File: src/rtl/commit_unit_multi_if.sv
// Commit-stage bus between the ROB head / architectural state and the
// commit unit.
//   Head lanes (to commit unit): head_valid, head_opcode, head_dest,
//     head_value, head_predict, head_tag, rf_tag, dmem_resp.
//   Retirement effects (from commit unit): rf_we, rf_clr_busy, rob_pop,
//     flush, pcmux_sel, new_pc, dmem_write, ldstr_pop, cc_out,
//     retired_cnt, mispredict_cnt.
// The master modport is the ROB/environment side; slave is the commit unit.
interface commit_unit_multi_if #(
   parameter int DATA_WIDTH     = 16,
   parameter int ROB_ADDR_WIDTH = 3,
   parameter int COMMIT_WIDTH   = 2,
   parameter int CNT_WIDTH      = 16
);
   localparam int POP_WIDTH = $clog2(COMMIT_WIDTH + 1);

   logic [COMMIT_WIDTH-1:0]                head_valid;
   logic [4*COMMIT_WIDTH-1:0]              head_opcode;
   logic [3*COMMIT_WIDTH-1:0]              head_dest;
   logic [DATA_WIDTH*COMMIT_WIDTH-1:0]     head_value;
   logic [COMMIT_WIDTH-1:0]                head_predict;
   logic [ROB_ADDR_WIDTH*COMMIT_WIDTH-1:0] head_tag;
   logic [ROB_ADDR_WIDTH*COMMIT_WIDTH-1:0] rf_tag;
   logic                                   dmem_resp;

   logic [COMMIT_WIDTH-1:0]                rf_we;
   logic [COMMIT_WIDTH-1:0]                rf_clr_busy;
   logic [POP_WIDTH-1:0]                   rob_pop;
   logic                                   flush;
   logic                                   pcmux_sel;
   logic [DATA_WIDTH-1:0]                  new_pc;
   logic                                   dmem_write;
   logic                                   ldstr_pop;
   logic [2:0]                             cc_out;
   logic [CNT_WIDTH-1:0]                   retired_cnt;
   logic [CNT_WIDTH-1:0]                   mispredict_cnt;

   modport master (
      output head_valid, head_opcode, head_dest, head_value, head_predict,
             head_tag, rf_tag, dmem_resp,
      input  rf_we, rf_clr_busy, rob_pop, flush, pcmux_sel, new_pc,
             dmem_write, ldstr_pop, cc_out, retired_cnt, mispredict_cnt
   );

   modport slave (
      input  head_valid, head_opcode, head_dest, head_value, head_predict,
             head_tag, rf_tag, dmem_resp,
      output rf_we, rf_clr_busy, rob_pop, flush, pcmux_sel, new_pc,
             dmem_write, ldstr_pop, cc_out, retired_cnt, mispredict_cnt
   );
endinterface

File: src/rtl/commit_unit_multi.sv
// In-order multi-lane retirement stage for an lc3b out-of-order core.
// Retires up to COMMIT_WIDTH ROB entries per cycle (lane 0 = ROB head),
// resolves branch mispredicts and traps with a fetch redirect, serialises
// stores through a dmem request/response handshake, and holds the
// architectural condition codes plus retire/mispredict counters.
// Ports:
//   clk - rising-edge clock
//   rst - asynchronous active-high reset
//   bus - commit_unit_multi_if.slave (ROB head lanes in, retire effects out)
module commit_unit_multi #(
   parameter int DATA_WIDTH     = 16,
   parameter int ROB_ADDR_WIDTH = 3,
   parameter int COMMIT_WIDTH   = 2,
   parameter int CNT_WIDTH      = 16
) (
   input  logic                 clk,
   input  logic                 rst,
   commit_unit_multi_if.slave   bus
);
   localparam int PW = $clog2(COMMIT_WIDTH + 1);

   localparam logic [3:0] OP_BR   = 4'h0;
   localparam logic [3:0] OP_ADD  = 4'h1;
   localparam logic [3:0] OP_LDB  = 4'h2;
   localparam logic [3:0] OP_STB  = 4'h3;
   localparam logic [3:0] OP_JSR  = 4'h4;
   localparam logic [3:0] OP_AND  = 4'h5;
   localparam logic [3:0] OP_LDR  = 4'h6;
   localparam logic [3:0] OP_STR  = 4'h7;
   localparam logic [3:0] OP_NOT  = 4'h9;
   localparam logic [3:0] OP_SHF  = 4'hD;
   localparam logic [3:0] OP_LEA  = 4'hE;
   localparam logic [3:0] OP_TRAP = 4'hF;

   typedef enum logic [1:0] {IDLE, ST_WAIT, FLUSH} state_t;

   state_t                  state, next_state;
   logic [2:0]              cc, cc_next;
   logic                    mis_inc;
   logic                    stop;
   logic                    keep;
   logic [COMMIT_WIDTH-1:0] we_raw;
   logic [COMMIT_WIDTH-1:0] rf_we, rf_clr_busy;
   logic [PW-1:0]           rob_pop;
   logic                    flush, pcmux_sel, dmem_write, ldstr_pop;
   logic [DATA_WIDTH-1:0]   new_pc;
   logic [CNT_WIDTH-1:0]    retired_cnt, mispredict_cnt;

   function automatic logic [2:0] gencc(input logic [DATA_WIDTH-1:0] v);
      if (v[DATA_WIDTH-1])
         return 3'b100;
      else if (v == '0)
         return 3'b010;
      else
         return 3'b001;
   endfunction

   // Outputs are forced quiet while rst is held so a reset during a store
   // drops dmem_write immediately, even with a store still at the head.
   // cc_next doubles as the forwarded CC seen by younger branch lanes.
   always_comb begin
      next_state  = state;
      cc_next     = cc;
      mis_inc     = 1'b0;
      stop        = 1'b0;
      keep        = 1'b0;
      we_raw      = '0;
      rf_we       = '0;
      rf_clr_busy = '0;
      rob_pop     = '0;
      flush       = 1'b0;
      pcmux_sel   = 1'b0;
      new_pc      = '0;
      dmem_write  = 1'b0;
      ldstr_pop   = 1'b0;
      if (!rst) begin
         case (state)
            IDLE: begin
               for (int i = 0; i < COMMIT_WIDTH; i++) begin
                  if (!stop) begin
                     if (!bus.head_valid[i]) begin
                        stop = 1'b1;
                     end else if (bus.head_opcode[4*i +: 4] == OP_STR ||
                                  bus.head_opcode[4*i +: 4] == OP_STB) begin
                        // Stores only leave from the head, one at a time.
                        stop = 1'b1;
                        if (i == 0) begin
                           dmem_write = 1'b1;
                           if (bus.dmem_resp) begin
                              rob_pop   = PW'(1);
                              ldstr_pop = 1'b1;
                           end else begin
                              next_state = ST_WAIT;
                           end
                        end
                     end else begin
                        rob_pop = rob_pop + PW'(1);
                        case (bus.head_opcode[4*i +: 4])
                           OP_ADD, OP_AND, OP_NOT, OP_SHF, OP_LEA, OP_LDR, OP_LDB: begin
                              we_raw[i] = 1'b1;
                              cc_next   = gencc(bus.head_value[DATA_WIDTH*i +: DATA_WIDTH]);
                           end
                           OP_JSR: begin
                              we_raw[i] = 1'b1;
                           end
                           OP_BR: begin
                              if ((|(bus.head_dest[3*i +: 3] & cc_next)) != bus.head_predict[i]) begin
                                 flush      = 1'b1;
                                 pcmux_sel  = 1'b1;
                                 new_pc     = bus.head_value[DATA_WIDTH*i +: DATA_WIDTH];
                                 mis_inc    = 1'b1;
                                 next_state = FLUSH;
                                 stop       = 1'b1;
                              end
                           end
                           OP_TRAP: begin
                              flush      = 1'b1;
                              pcmux_sel  = 1'b1;
                              new_pc     = bus.head_value[DATA_WIDTH*i +: DATA_WIDTH];
                              next_state = FLUSH;
                              stop       = 1'b1;
                           end
                           default: ;
                        endcase
                     end
                  end
               end
            end
            ST_WAIT: begin
               dmem_write = 1'b1;
               if (bus.dmem_resp) begin
                  rob_pop    = PW'(1);
                  ldstr_pop  = 1'b1;
                  next_state = IDLE;
               end
            end
            FLUSH: begin
               next_state = IDLE;
            end
            default: begin
               next_state = IDLE;
            end
         endcase
      end

      // When several retiring lanes write the same register, only the
      // youngest writes it and only it may release the busy bit.
      for (int i = 0; i < COMMIT_WIDTH; i++) begin
         keep = we_raw[i];
         for (int j = i + 1; j < COMMIT_WIDTH; j++) begin
            if (we_raw[j] && bus.head_dest[3*j +: 3] == bus.head_dest[3*i +: 3])
               keep = 1'b0;
         end
         rf_we[i]       = keep;
         rf_clr_busy[i] = keep &&
            (bus.rf_tag[ROB_ADDR_WIDTH*i +: ROB_ADDR_WIDTH] ==
             bus.head_tag[ROB_ADDR_WIDTH*i +: ROB_ADDR_WIDTH]);
      end
   end

   always_ff @(posedge clk or posedge rst) begin
      if (rst) begin
         state          <= IDLE;
         cc             <= 3'b010;
         retired_cnt    <= '0;
         mispredict_cnt <= '0;
      end else begin
         state          <= next_state;
         cc             <= cc_next;
         retired_cnt    <= retired_cnt + CNT_WIDTH'(rob_pop);
         mispredict_cnt <= mispredict_cnt + CNT_WIDTH'(mis_inc);
      end
   end

   assign bus.rf_we          = rf_we;
   assign bus.rf_clr_busy    = rf_clr_busy;
   assign bus.rob_pop        = rob_pop;
   assign bus.flush          = flush;
   assign bus.pcmux_sel      = pcmux_sel;
   assign bus.new_pc         = new_pc;
   assign bus.dmem_write     = dmem_write;
   assign bus.ldstr_pop      = ldstr_pop;
   assign bus.cc_out         = cc;
   assign bus.retired_cnt    = retired_cnt;
   assign bus.mispredict_cnt = mispredict_cnt;
endmodule

File: src/flat_wrapper.sv
// flat-port wrapper written by rule: the top's interface ports become plain ports
module commit_unit_multi_flat 
#(
   parameter int DATA_WIDTH     = 16,
   parameter int ROB_ADDR_WIDTH = 3,
   parameter int COMMIT_WIDTH   = 2,
   parameter int CNT_WIDTH      = 16
)
  (clk, rst, bus_head_valid, bus_head_opcode, bus_head_dest, bus_head_value, bus_head_predict, bus_head_tag, bus_rf_tag, bus_dmem_resp, bus_rf_we, bus_rf_clr_busy, bus_rob_pop, bus_flush, bus_pcmux_sel, bus_new_pc, bus_dmem_write, bus_ldstr_pop, bus_cc_out, bus_retired_cnt, bus_mispredict_cnt);
  commit_unit_multi_if #(.DATA_WIDTH(DATA_WIDTH), .ROB_ADDR_WIDTH(ROB_ADDR_WIDTH), .COMMIT_WIDTH(COMMIT_WIDTH), .CNT_WIDTH(CNT_WIDTH)) bus_i ();
  input  logic clk;
  input  logic rst;
  input wire logic [$bits(bus_i.head_valid)-1:0] bus_head_valid;
  input wire logic [$bits(bus_i.head_opcode)-1:0] bus_head_opcode;
  input wire logic [$bits(bus_i.head_dest)-1:0] bus_head_dest;
  input wire logic [$bits(bus_i.head_value)-1:0] bus_head_value;
  input wire logic [$bits(bus_i.head_predict)-1:0] bus_head_predict;
  input wire logic [$bits(bus_i.head_tag)-1:0] bus_head_tag;
  input wire logic [$bits(bus_i.rf_tag)-1:0] bus_rf_tag;
  input wire logic [$bits(bus_i.dmem_resp)-1:0] bus_dmem_resp;
  output wire logic [$bits(bus_i.rf_we)-1:0] bus_rf_we;
  output wire logic [$bits(bus_i.rf_clr_busy)-1:0] bus_rf_clr_busy;
  output wire logic [$bits(bus_i.rob_pop)-1:0] bus_rob_pop;
  output wire logic [$bits(bus_i.flush)-1:0] bus_flush;
  output wire logic [$bits(bus_i.pcmux_sel)-1:0] bus_pcmux_sel;
  output wire logic [$bits(bus_i.new_pc)-1:0] bus_new_pc;
  output wire logic [$bits(bus_i.dmem_write)-1:0] bus_dmem_write;
  output wire logic [$bits(bus_i.ldstr_pop)-1:0] bus_ldstr_pop;
  output wire logic [$bits(bus_i.cc_out)-1:0] bus_cc_out;
  output wire logic [$bits(bus_i.retired_cnt)-1:0] bus_retired_cnt;
  output wire logic [$bits(bus_i.mispredict_cnt)-1:0] bus_mispredict_cnt;
  assign bus_i.head_valid = bus_head_valid;
  assign bus_i.head_opcode = bus_head_opcode;
  assign bus_i.head_dest = bus_head_dest;
  assign bus_i.head_value = bus_head_value;
  assign bus_i.head_predict = bus_head_predict;
  assign bus_i.head_tag = bus_head_tag;
  assign bus_i.rf_tag = bus_rf_tag;
  assign bus_i.dmem_resp = bus_dmem_resp;
  assign bus_rf_we = bus_i.rf_we;
  assign bus_rf_clr_busy = bus_i.rf_clr_busy;
  assign bus_rob_pop = bus_i.rob_pop;
  assign bus_flush = bus_i.flush;
  assign bus_pcmux_sel = bus_i.pcmux_sel;
  assign bus_new_pc = bus_i.new_pc;
  assign bus_dmem_write = bus_i.dmem_write;
  assign bus_ldstr_pop = bus_i.ldstr_pop;
  assign bus_cc_out = bus_i.cc_out;
  assign bus_retired_cnt = bus_i.retired_cnt;
  assign bus_mispredict_cnt = bus_i.mispredict_cnt;
  commit_unit_multi #(.DATA_WIDTH(DATA_WIDTH), .ROB_ADDR_WIDTH(ROB_ADDR_WIDTH), .COMMIT_WIDTH(COMMIT_WIDTH), .CNT_WIDTH(CNT_WIDTH)) u_core (.clk(clk), .rst(rst), .bus(bus_i));
endmodule
File: config.mk
export PLATFORM = sky130hd
export DESIGN_NAME = commit_unit_multi_flat
export DESIGN_NICKNAME = d
export VERILOG_FILES = /design/src/rtl/commit_unit_multi_if.sv /design/src/rtl/commit_unit_multi.sv /design/src/flat_wrapper.sv
export SDC_FILE = /design/constraint.sdc
export NUM_CORES = 1
export LEC_CHECK = 0
export ABC_CLOCK_PERIOD_IN_PS = 9390
export CAP_MARGIN = 10
export CORE_MARGIN = 2
export CORE_UTILIZATION = 30
export DETAILED_ROUTE_END_ITERATION = 8
export SYNTH_ARGS = -nofsm -noshare
export SYNTH_HDL_FRONTEND = slang
export SYNTH_SLANG_ARGS = --single-unit
File: constraint.sdc
create_clock -name clk -period 9.39 [get_ports clk]
set_input_delay 2.817 -clock clk [delete_from_list [all_inputs] [get_ports clk]]
set_output_delay 2.817 -clock clk [all_outputs]
set_load 0.02 [all_outputs]
Word-level counts from Yosys, hierarchy flattened
Index checks and enable logic that the tools add are counted.
- flip-flop bits (word level): 37
- input bits: 65
- output and inout port bits: 61
- word-level logic and storage cells: 147
- add/subtract/negate cells: 3
- eq/ne operators: 29
- muxes and demuxes: 90
- bitwise gates (word level): 3
- reduce and logical (&&, ||, !) cells: 18
- operators with widths (kind ; count):
    2-to-1 mux 16 bit ; 9
    case mux 16 bit (2 select lines) ; 2
    2-to-1 mux 1 bit ; 40
    2-to-1 mux 2 bit ; 20
    2-to-1 mux 3 bit ; 11
    == test 4 x 3 -> 1 bit, second input constant ; 8
    == test 4 bit, second input constant ; 8
    zero test 16 bit ; 2
    adder 16 x 1 -> 16 bit ; 1
    adder 16 x 2 -> 16 bit ; 1
    == test 4 x 2 -> 1 bit, second input constant ; 4
    case mux 2 bit (2 select lines) ; 4
    OR reduction 8 bit ; 2
    OR reduction 7 bit ; 2
    == test 3 bit ; 3
    == test 4 x 1 -> 1 bit, second input constant ; 2
    zero test 4 bit ; 2
    case mux 1 bit (2 select lines) ; 4
    bitwise AND 3 bit ; 2
    OR reduction 3 bit ; 2
    AND reduction 2 bit ; 2
    logical AND 1 bit ; 3
    adder 2 x 1 -> 2 bit, second input constant ; 1
    == test 2 x 1 -> 1 bit, second input constant ; 1
    other kinds (5) ; 7

Longest topological paths before layout
Gate-level depths: netlist of the first run.
- depth after elaboration: 19
- gate-level depth with buffers: 13
- depth with buffers taken out: 13

Worst setup path after synthesis of the first run
No wires, ideal clock.
- path kind: input -> output
- start: input port rst
- end: output port bus_new_pc[0]
- arrival: 4.445 ns
- data required time: 6.573 ns
- path slack: 2.128 ns
- stages on the path: 7
- cells stage by stage: nor3_1 -> nand4_1 -> nor2b_1 -> nand2_1 -> a21oi_1 -> nor3_2 -> a211oi_1
- cells in the longest elaborated chain, start to end: 1
- RTL lines (item ; RTL line ; RTL):
    start: declaration ; flat_wrapper.sv:12 ; input logic rst;
    2-to-1 mux 16 bit ; commit_unit_multi.sv:76 ; if (!rst) begin
    end: declaration ; flat_wrapper.sv:26 ; output wire logic [$bits(bus_i.new_pc)-1:0] bus_new_pc;
No other way between the ends.

Final worst setup path of the first run
- start: input port rst
- end: output port bus_new_pc[11]
The elaborated chain is that of the path after synthesis.

==> results of run 1 <==
==> layer usage <==
metal / GRT usage / up-vias
li1: - / 1201
met1: 0.220 / 1167
met2: 0.258 / 72
met3: 0.0443 / 6
met4: 0.0338 / 0
met5: 0 / -
==> worst paths after layout <==
path,from,endpoint,slack (ps),cells past startpoint
hold reg to reg,u_core.bus.retired_cnt[15],u_core.bus.retired_cnt[15],480,1
setup / recovery,rst,bus_new_pc[11],740,6
setup reg to reg,u_core.bus.cc_out[0],u_core.bus.mispredict_cnt[12],5830,13
min in group asynchronous,rst,u_core.bus.mispredict_cnt[7],3100,3
hold / removal,u_core.bus.retired_cnt[15],u_core.bus.retired_cnt[15],480,1
max in group asynchronous,rst,u_core.bus.cc_out[1],5920,3
==> worst reg2reg max path, delay by kind of cell, from the launching register on <==
family / cells / cell delay, ps
AND/OR/NAND/NOR: 6 / 1220
AO/OA/AOI/OAI: 3 / 1050
adder cells (fa/ha/maj): 2 / 470
XOR/XNOR: 2 / 310
flip-flops: 1 / 440
==> cell usage after synthesis, types with 8 or more instances <==
cell type / count / area [um^2]
dfrtp_1: 36 / 901
nor4_1: 10 / 62.6
nor2b_1: 9 / 56.3
inv_1: 9 / 33.8
nor2_1: 24 / 90.1
a22o_1: 12 / 105
xnor2_1: 29 / 254
and3_1: 8 / 50.1
nand2_1: 19 / 71.3
nand4_1: 13 / 81.3
a21oi_1: 8 / 40.0
nand3_1: 12 / 60.1
xor2_1: 9 / 78.8
==> kinds of logic after synthesis <==
kind of cell	after synthesis	synth area share
compound gates	43	0.132
flops	37	0.385
simple gates	119	0.270
buf+inv	13	0.0229
xor+xnor	38	0.138
mux	4	0.0172
fa+ha+maj	6	0.0343
==> cell type report <==
| class | count | area [um^2] |
|---|---|---|
| Inverter | 9 | 33.8 |
| Sequential cell | 37 | 927 |
| Tap cell | 102 | 128 |
| Multi-Input combinational cell | 210 | 1420 |
| Timing Repair Buffer | 126 | 1260 |
| Clock buffer | 5 | 68.8 |
| Fill cell | 765 | 3910 |
| Clock inverter | 3 | 17.5 |
==> through the flow <==
| step | utilization | cell area [um^2] |
|---|---|---|
| global route | 0.497 | 3860 |
| global placement | 0.486 | 3770 |
| detailed placement | 0.486 | 3770 |
| finish | 0.497 | 3860 |
| floorplan | - | 2410 |
| CTS | 0.497 | 3860 |
==> flip-flops by register name (all words and copies together), names as in the netlist <==
register and flops:
u_core.bus.cc_out 3, u_core.bus.retired_cnt 16, u_core.state 2, u_core.bus.mispredict_cnt 16
==> power by group <==
group | total, mW | switching [mW] | leakage [nW] | internal, mW
clock network | 0.110 | 0.0588 | 0.0439 | 0.0513
logic | 0.158 | 0.0743 | 1.05 | 0.0836
registers | 0.201 | 0.0220 | 0.485 | 0.179
==> impl_metrics.toml, run 1 <==
[drt]
top_layer = "met4"
wl_mm = 7.17
firstDrtPassIters = 5
vias_per_cell = 4.97
wl_met3_um = 402
drtAntennaViolNets = 0
drcViolationCount = 0
via_count = 2446
drtIter0Drc = 112
wl_met1_mm = 3.24
wl_met2_mm = 3.47
drt-wirelength-per-cell_um = 14.6

[yosys]
synthArstFlopShare = 1.00
syn_inst = 260
synth_warnings = 0
synth-edff-count = 0
synth.cell_area_mm2 = 0.00241
synth_cell_types = 42
synth_ff_type = "dfrtp_1"
synth-seq-cells = 37
ys_seq_area_frac = 0.385
syn_nets = 331
syn_avg_cell_area_um2 = 9.25

[timing]
fmax_ghz = 0.116
slew_headroom = 0.443
finalClockSkew_ps = 6.05
setup_viol = 0
rsz0062_at_grt = "false"
tns_ps = 0
period_share = 0.921
fin_crit_ps = 8650
fin_ws_ps = 737
hold_violations = 0
drv_slew = 0
tightest_slew_ps = 829
hold_ws_ps = 479

[global_route]
grt_max_degree = 38
overflow = 0
track_usage = 0.162
antenna_found_initial = 0
grt_pass1_wl_mm = 11.3
first_global_vias = 2373

[cells_and_area]
syn_to_final_growth_pct = 60.3
antenna_cells = 0
layout_commonest_cell = "clkdlybuf4s50_1"
layout_common_cells = "clkdlybuf4s50_1, dfrtp_1, xnor2_1, nor2_1, nand2_1"
drive_gt1_frac = 0.0436
final_cells = 492
nNetsFinal = 460

[cts]
clkSlewWorstSetupHoldPaths_ps = 80
clk_latency_ps = 290
cts_setup_buffers = 0
cts_tree = "built"
cts.path.max_buffers = 2
cts_max_level = 2
hold_buffers = 0
cts-root-buf = "clkbuf_8"
clock-sinks = 37
cts_buffers = 5
cts_resized = 0

[placement]
routabilityCongestion = 0.920
dp_hpwl_mm = 5.93
dpl_worst_slack_ps = 784
io_buffer_count = 125
dpl.cell_count = 484

[setup_path]
crit_chain = "clkdlybuf4s50_1 > nor3_1 > nand2_1 > nor2_1 > a22o_1 > clkdlybuf4s50_1"
cp-start-kind = "input pin"
cp_slowest_cell = "nor3_1"
path_max_fanout = 12
max_stage_delay_ps = 720
crit_buf_inv = 2
crit_family = "simple AND/OR/NAND/NOR gates"
cp.required_ps = 6570
worstSetupPathType = "input pin to output port"
cp_common_cell = "clkdlybuf4s50_1"
worstSetupEndpointType = "output port"
cp.arrival_ps = 5840

[power_and_ir_drop]
p_leak_nw = 1.58
ir_drop_mv = 0.0974
powerDensity_mw_per_mm2 = 122
power_uw = 469

[floorplan]
dieArea_mm2 = 0.00875
fp.dieH_um = 93.6
core-area_mm2 = 0.00777
rows = 32
die_x_um = 93.6
initial_core_util = 0.310
io_pins = 126

[run_status]
outcome = "complete, no violations"

[hold_path]
min_path_type = "flip-flop to flip-flop"

[job]
max_cap_viol_count = 0
Note: power is estimated with default switching activity, not from simulation.
==> run 2, diff against run 1 <==
- ABC_CLOCK_PERIOD_IN_PS: 9390 -> 8300
- clock period: 9.39 -> 8.3 ns (I/O delays scaled with it)
==> run 2 against run 1 <==
Net effect:
- die area did not move
- register-to-register slack got worse by 780 ps
- worst hold slack got worse by 2.6 ps
- clock-buffer cell count rose by 1
- worst setup slack got worse by 170 ps
- flip-flop and latch count did not move
- critical path type unchanged
- largest power group unchanged
- highest routed layer unchanged
==> impl_metrics.toml, run 2 (same netlist as run 1, synthesis figures left out) <==
[run_status]
outcome = "complete, no violations"

[setup_path]
worstSetupPathType = "input pin to output port"
crit_buf_inv = 2
cp_slowest_cell = "clkdlybuf4s50_1"
setup.worst_path.start = "bus_head_opcode[3]"
cp.arrival_ps = 5240
path_max_fanout = 10
timing.rr.end = "u_core.bus.mispredict_cnt[12]"
cp.required_ps = 5810
crit_family = "buffers and inverters"
crit_chain = "clkdlybuf4s50_1 > nor2b_1 > o21ai_1 > and2_1 > a31oi_1 > a21oi_1 > nand3b_2 > a22o_1 > clkdlybuf4s50_1"
worstSetupEndpointType = "output port"
r2r_slack_ps = 5050
cp_common_cell = "clkdlybuf4s50_1"
max_stage_delay_ps = 540
r2r-start = "u_core.bus.cc_out[0]"
cp-start-kind = "input pin"
r2r.worst_path.cells = 13

[timing]
drv_slew = 0
setup_viol = 0
period_share = 0.932
fin_crit_ps = 7730
fmax_ghz = 0.129
tns_ps = 0
tightest_slew_ps = 542
rsz0062_at_grt = "false"
slew_headroom = 0.636
finalClockSkew_ps = 11.4
hold_violations = 0

[floorplan]
dieArea_mm2 = 0.00875
core-area_mm2 = 0.00777
die_x_um = 93.6
io_pins = 126
fp.dieH_um = 93.6
rows = 32
initial_core_util = 0.310

[cts]
cts_max_level = 2
cts_buffers = 5
cts_resized = 0
cts-root-buf = "clkbuf_8"
clock-sinks = 37
cts_tree = "built"
hold_buffers = 0
clk_latency_ps = 290
clkSlewWorstSetupHoldPaths_ps = 80
cts_setup_buffers = 0
cts.path.max_buffers = 2

[placement]
routabilityCongestion = 0.879
dp_hpwl_mm = 5.91
io_buffer_count = 125

[power_and_ir_drop]
powerDensity_mw_per_mm2 = 138
p_leak_nw = 1.60
seq_power_share = 0.422
ir_drop_mv = 0.0929
sw_frac_of_total = 0.319
p_int_uw = 364
comb_power_share = 0.336
clockPowerShare = 0.242
power_uw = 535
switchingPower_uw = 171

[global_route]
grt_max_degree = 38
track_usage = 0.160
grt_pass1_wl_mm = 11.3
first_global_vias = 2319
overflow = 0
antenna_found_initial = 0

[drt]
wl_mm = 7.12
drtAntennaViolNets = 0
drcViolationCount = 0
drtIter0Drc = 114
vias_per_cell = 4.86
drt-wirelength-per-cell_um = 14.4
via_count = 2402
firstDrtPassIters = 5

[cells_and_area]
drive_gt1_frac = 0.0485
syn_to_final_growth_pct = 61.4
layout_commonest_cell = "clkdlybuf4s50_1"
antenna_cells = 0
layout_common_cells = "clkdlybuf4s50_1, dfrtp_1, xnor2_1, nor2_1, nand2_1"
nNetsFinal = 463

[hold_path]
hp-start = "u_core.bus.retired_cnt[15]"
min_path_type = "flip-flop to flip-flop"
hold_depth = 1
min_to = "u_core.bus.retired_cnt[15]"

[job]
max_cap_viol_count = 0
## run 2: changes by cell type in the layout (fill, tap and decap cells not counted)
cell / delta
buf_4: +3
clkinv_2: -2
clkbuf_8: +1
## run 2: power by group through the flow
stage          clock [mW]  sequential (mW)  combinational [mW]
3_3_place_gp            0            0.230               0.179
2_1_floorplan           0            0.251              0.0558
5_1_grt             0.141            0.230               0.193
4_1_cts             0.133            0.227               0.182
6_report            0.129            0.226               0.180
3_5_place_dp            0            0.230               0.181
## run 2: worst max-delay path by stage
| stage | to | slack (ps) | cells after the start |
|---|---|---|---|
| global route | bus_new_pc[9] | 340 | 9 |
| global placement | bus_new_pc[13] | 690 | 9 |
| detailed placement | bus_new_pc[10] | 580 | 9 |
| floorplan | bus_new_pc[0] | 1690 | 7 |
| finish | bus_new_pc[10] | 570 | 9 |
| CTS | bus_new_pc[10] | 580 | 9 |
## run 2: final cells by class
cell class	count	area (um^2)
Clock inverter	1	7.51
Clock buffer	6	82.6
Inverter	9	33.8
Fill cell	742	3880
Sequential cell	37	927
Timing Repair Buffer	129	1280
Multi-Input combinational cell	210	1420
Tap cell	102	128
## run 2: per-stage QoR
stage | instance area, um^2 | util | worst slack (ps) | cells | hold WS (ps)
2_1_floorplan | 2410 | - | 1690 | 260 | 484
3_3_place_gp | 3790 | 0.488 | 693 | 487 | 465
3_5_place_dp | 3790 | 0.488 | 578 | 487 | 467
4_1_cts | 3880 | 0.500 | 577 | 494 | 483
5_1_grt | 3880 | 0.500 | 339 | 494 | 523
6_report | 3880 | 0.500 | 566 | 494 | 476
## run 2: routing by layer
metal	wire length, um	vias to the layer above	GRT usage	part of all wire
met5	0	-	0	0
met4	36	0	0.0254	0.0051
met3	316	4	0.0266	0.044
met2	3490	65	0.267	0.49
met1	3280	1126	0.221	0.46
li1	-	1207	-	-
==> run 3, diff against run 2 <==
- MAX_ROUTING_LAYER: not set -> met4
==> run 3 against run 2 <==
Net effect:
- sequential share of layout area unchanged
- flip-flop and latch count unchanged
- clock skew down 1.9 ps
- first-iteration DRC count down 2.6%
- critical path type unchanged
- maximum frequency up 0.14%
==> impl_metrics.toml, run 3 (same netlist as run 1, synthesis figures left out) <==
[run_status]
outcome = "complete, no violations"

[cts]
cts_tree = "built"
clkSlewWorstSetupHoldPaths_ps = 80
clk_latency_ps = 280
cts.path.max_buffers = 2
cts_setup_buffers = 0
cts_resized = 0
hold_buffers = 0
cts_max_level = 2
cts-root-buf = "clkbuf_8"
cts_buffers = 5
clock-sinks = 37

[hold_path]
min_path_type = "flip-flop to flip-flop"
hp-start = "u_core.bus.retired_cnt[15]"

[global_route]
antenna_found_initial = 0
overflow = 0
grt_pass1_wl_mm = 11.3
track_usage = 0.164
grt_max_degree = 38
first_global_vias = 2321

[timing]
period_share = 0.930
finalClockSkew_ps = 9.49
tightest_slew_ps = 542
fin_ws_ps = 578
drv_slew = 0
slew_headroom = 0.636
tns_ps = 0
rsz0062_at_grt = "false"
hold_ws_ps = 476
fmax_ghz = 0.129
setup_viol = 0
hold_violations = 0
fin_crit_ps = 7720

[drt]
wl_mm = 7.12
drtIter0Drc = 111
firstDrtPassIters = 5
drtAntennaViolNets = 0
drt-wirelength-per-cell_um = 14.4
drcViolationCount = 0
via_count = 2400
vias_per_cell = 4.86

[floorplan]
initial_core_util = 0.310
dieArea_mm2 = 0.00875
io_pins = 126
core-area_mm2 = 0.00777
rows = 32
die_x_um = 93.6
fp.dieH_um = 93.6

[power_and_ir_drop]
power_uw = 534
powerDensity_mw_per_mm2 = 138
ir_drop_mv = 0.0930
p_leak_nw = 1.60

[setup_path]
path_max_fanout = 10
r2r-start = "u_core.bus.cc_out[0]"
cp.required_ps = 5810
worstSetupPathType = "input pin to output port"
worstSetupEndpointType = "output port"
setup.worst_path.start = "bus_head_opcode[3]"
cp-start-kind = "input pin"
cp.arrival_ps = 5230

[cells_and_area]
drive_gt1_frac = 0.0485
seq_area_um2 = 927
layout_commonest_cell = "clkdlybuf4s50_1"
final_cells = 494
layout_common_cells = "clkdlybuf4s50_1, dfrtp_1, xnor2_1, nor2_1, nand2_1"
fillers = 742
nNetsFinal = 463
antenna_cells = 0
syn_to_final_growth_pct = 61.4
fin_util = 0.500
multi_input_area_mm2 = 0.00142
final_area_mm2 = 0.00388

[placement]
routabilityCongestion = 0.893
io_buffer_count = 125
dpl_worst_slack_ps = 578
dp_hpwl_mm = 5.91
postPlaceCellArea_mm2 = 0.00379
dpl.cell_count = 487

[job]
max_cap_viol_count = 0
## run 3: cell counts in the layout (fill, tap and decap cells not counted)
Identical to the previous run, type by type.
## run 3: final timing paths
path,depth (start not counted),endpoint,slack [ps]
max,9,bus_new_pc[10],580
min,1,u_core.bus.retired_cnt[15],480
max reg2reg,13,u_core.bus.mispredict_cnt[12],5050
min reg2reg,1,u_core.bus.retired_cnt[15],480
max in group asynchronous,3,u_core.bus.cc_out[1],5180
min in group asynchronous,3,u_core.state[1],2750
## run 3: per-layer routing
| metal | share of wire | GRT usage | vias to the layer above |
|---|---|---|---|
| li1 | - | - | 1207 |
| met1 | 0.46 | 0.222 | 1124 |
| met2 | 0.49 | 0.267 | 67 |
| met3 | 0.040 | 0.0250 | 2 |
| met4 | 0.0021 | 0.0254 | 0 |
| met5 | 0 | - | - |
## run 3: layout make-up
| class | instances | area share |
|---|---|---|
| multi-input cells | 210 | 0.367 |
| repair buffers | 129 | 0.330 |
| flip-flops and latches | 37 | 0.239 |
| well taps | 102 | 0.0329 |
| clock buffers | 6 | 0.0213 |
| inverters | 9 | 0.00870 |
| clock inverters | 1 | 0.00193 |
## run 3: report_power, final
part,internal [mW],switching (mW),leakage (nW)
Sequential,0.203,0.0229,0.485
Clock,0.0657,0.0632,0.0433
Combinational,0.0955,0.0841,1.07
Total,0.364,0.170,1.60
## run 3: critical path: stages
cell and delay [ps]:
clkdlybuf4s50_1 540, nor2b_1 190, o21ai_1 140, and2_1 230, a31oi_1 350, a21oi_1 150, nand3b_2 360, a22o_1 240
clkdlybuf4s50_1 540
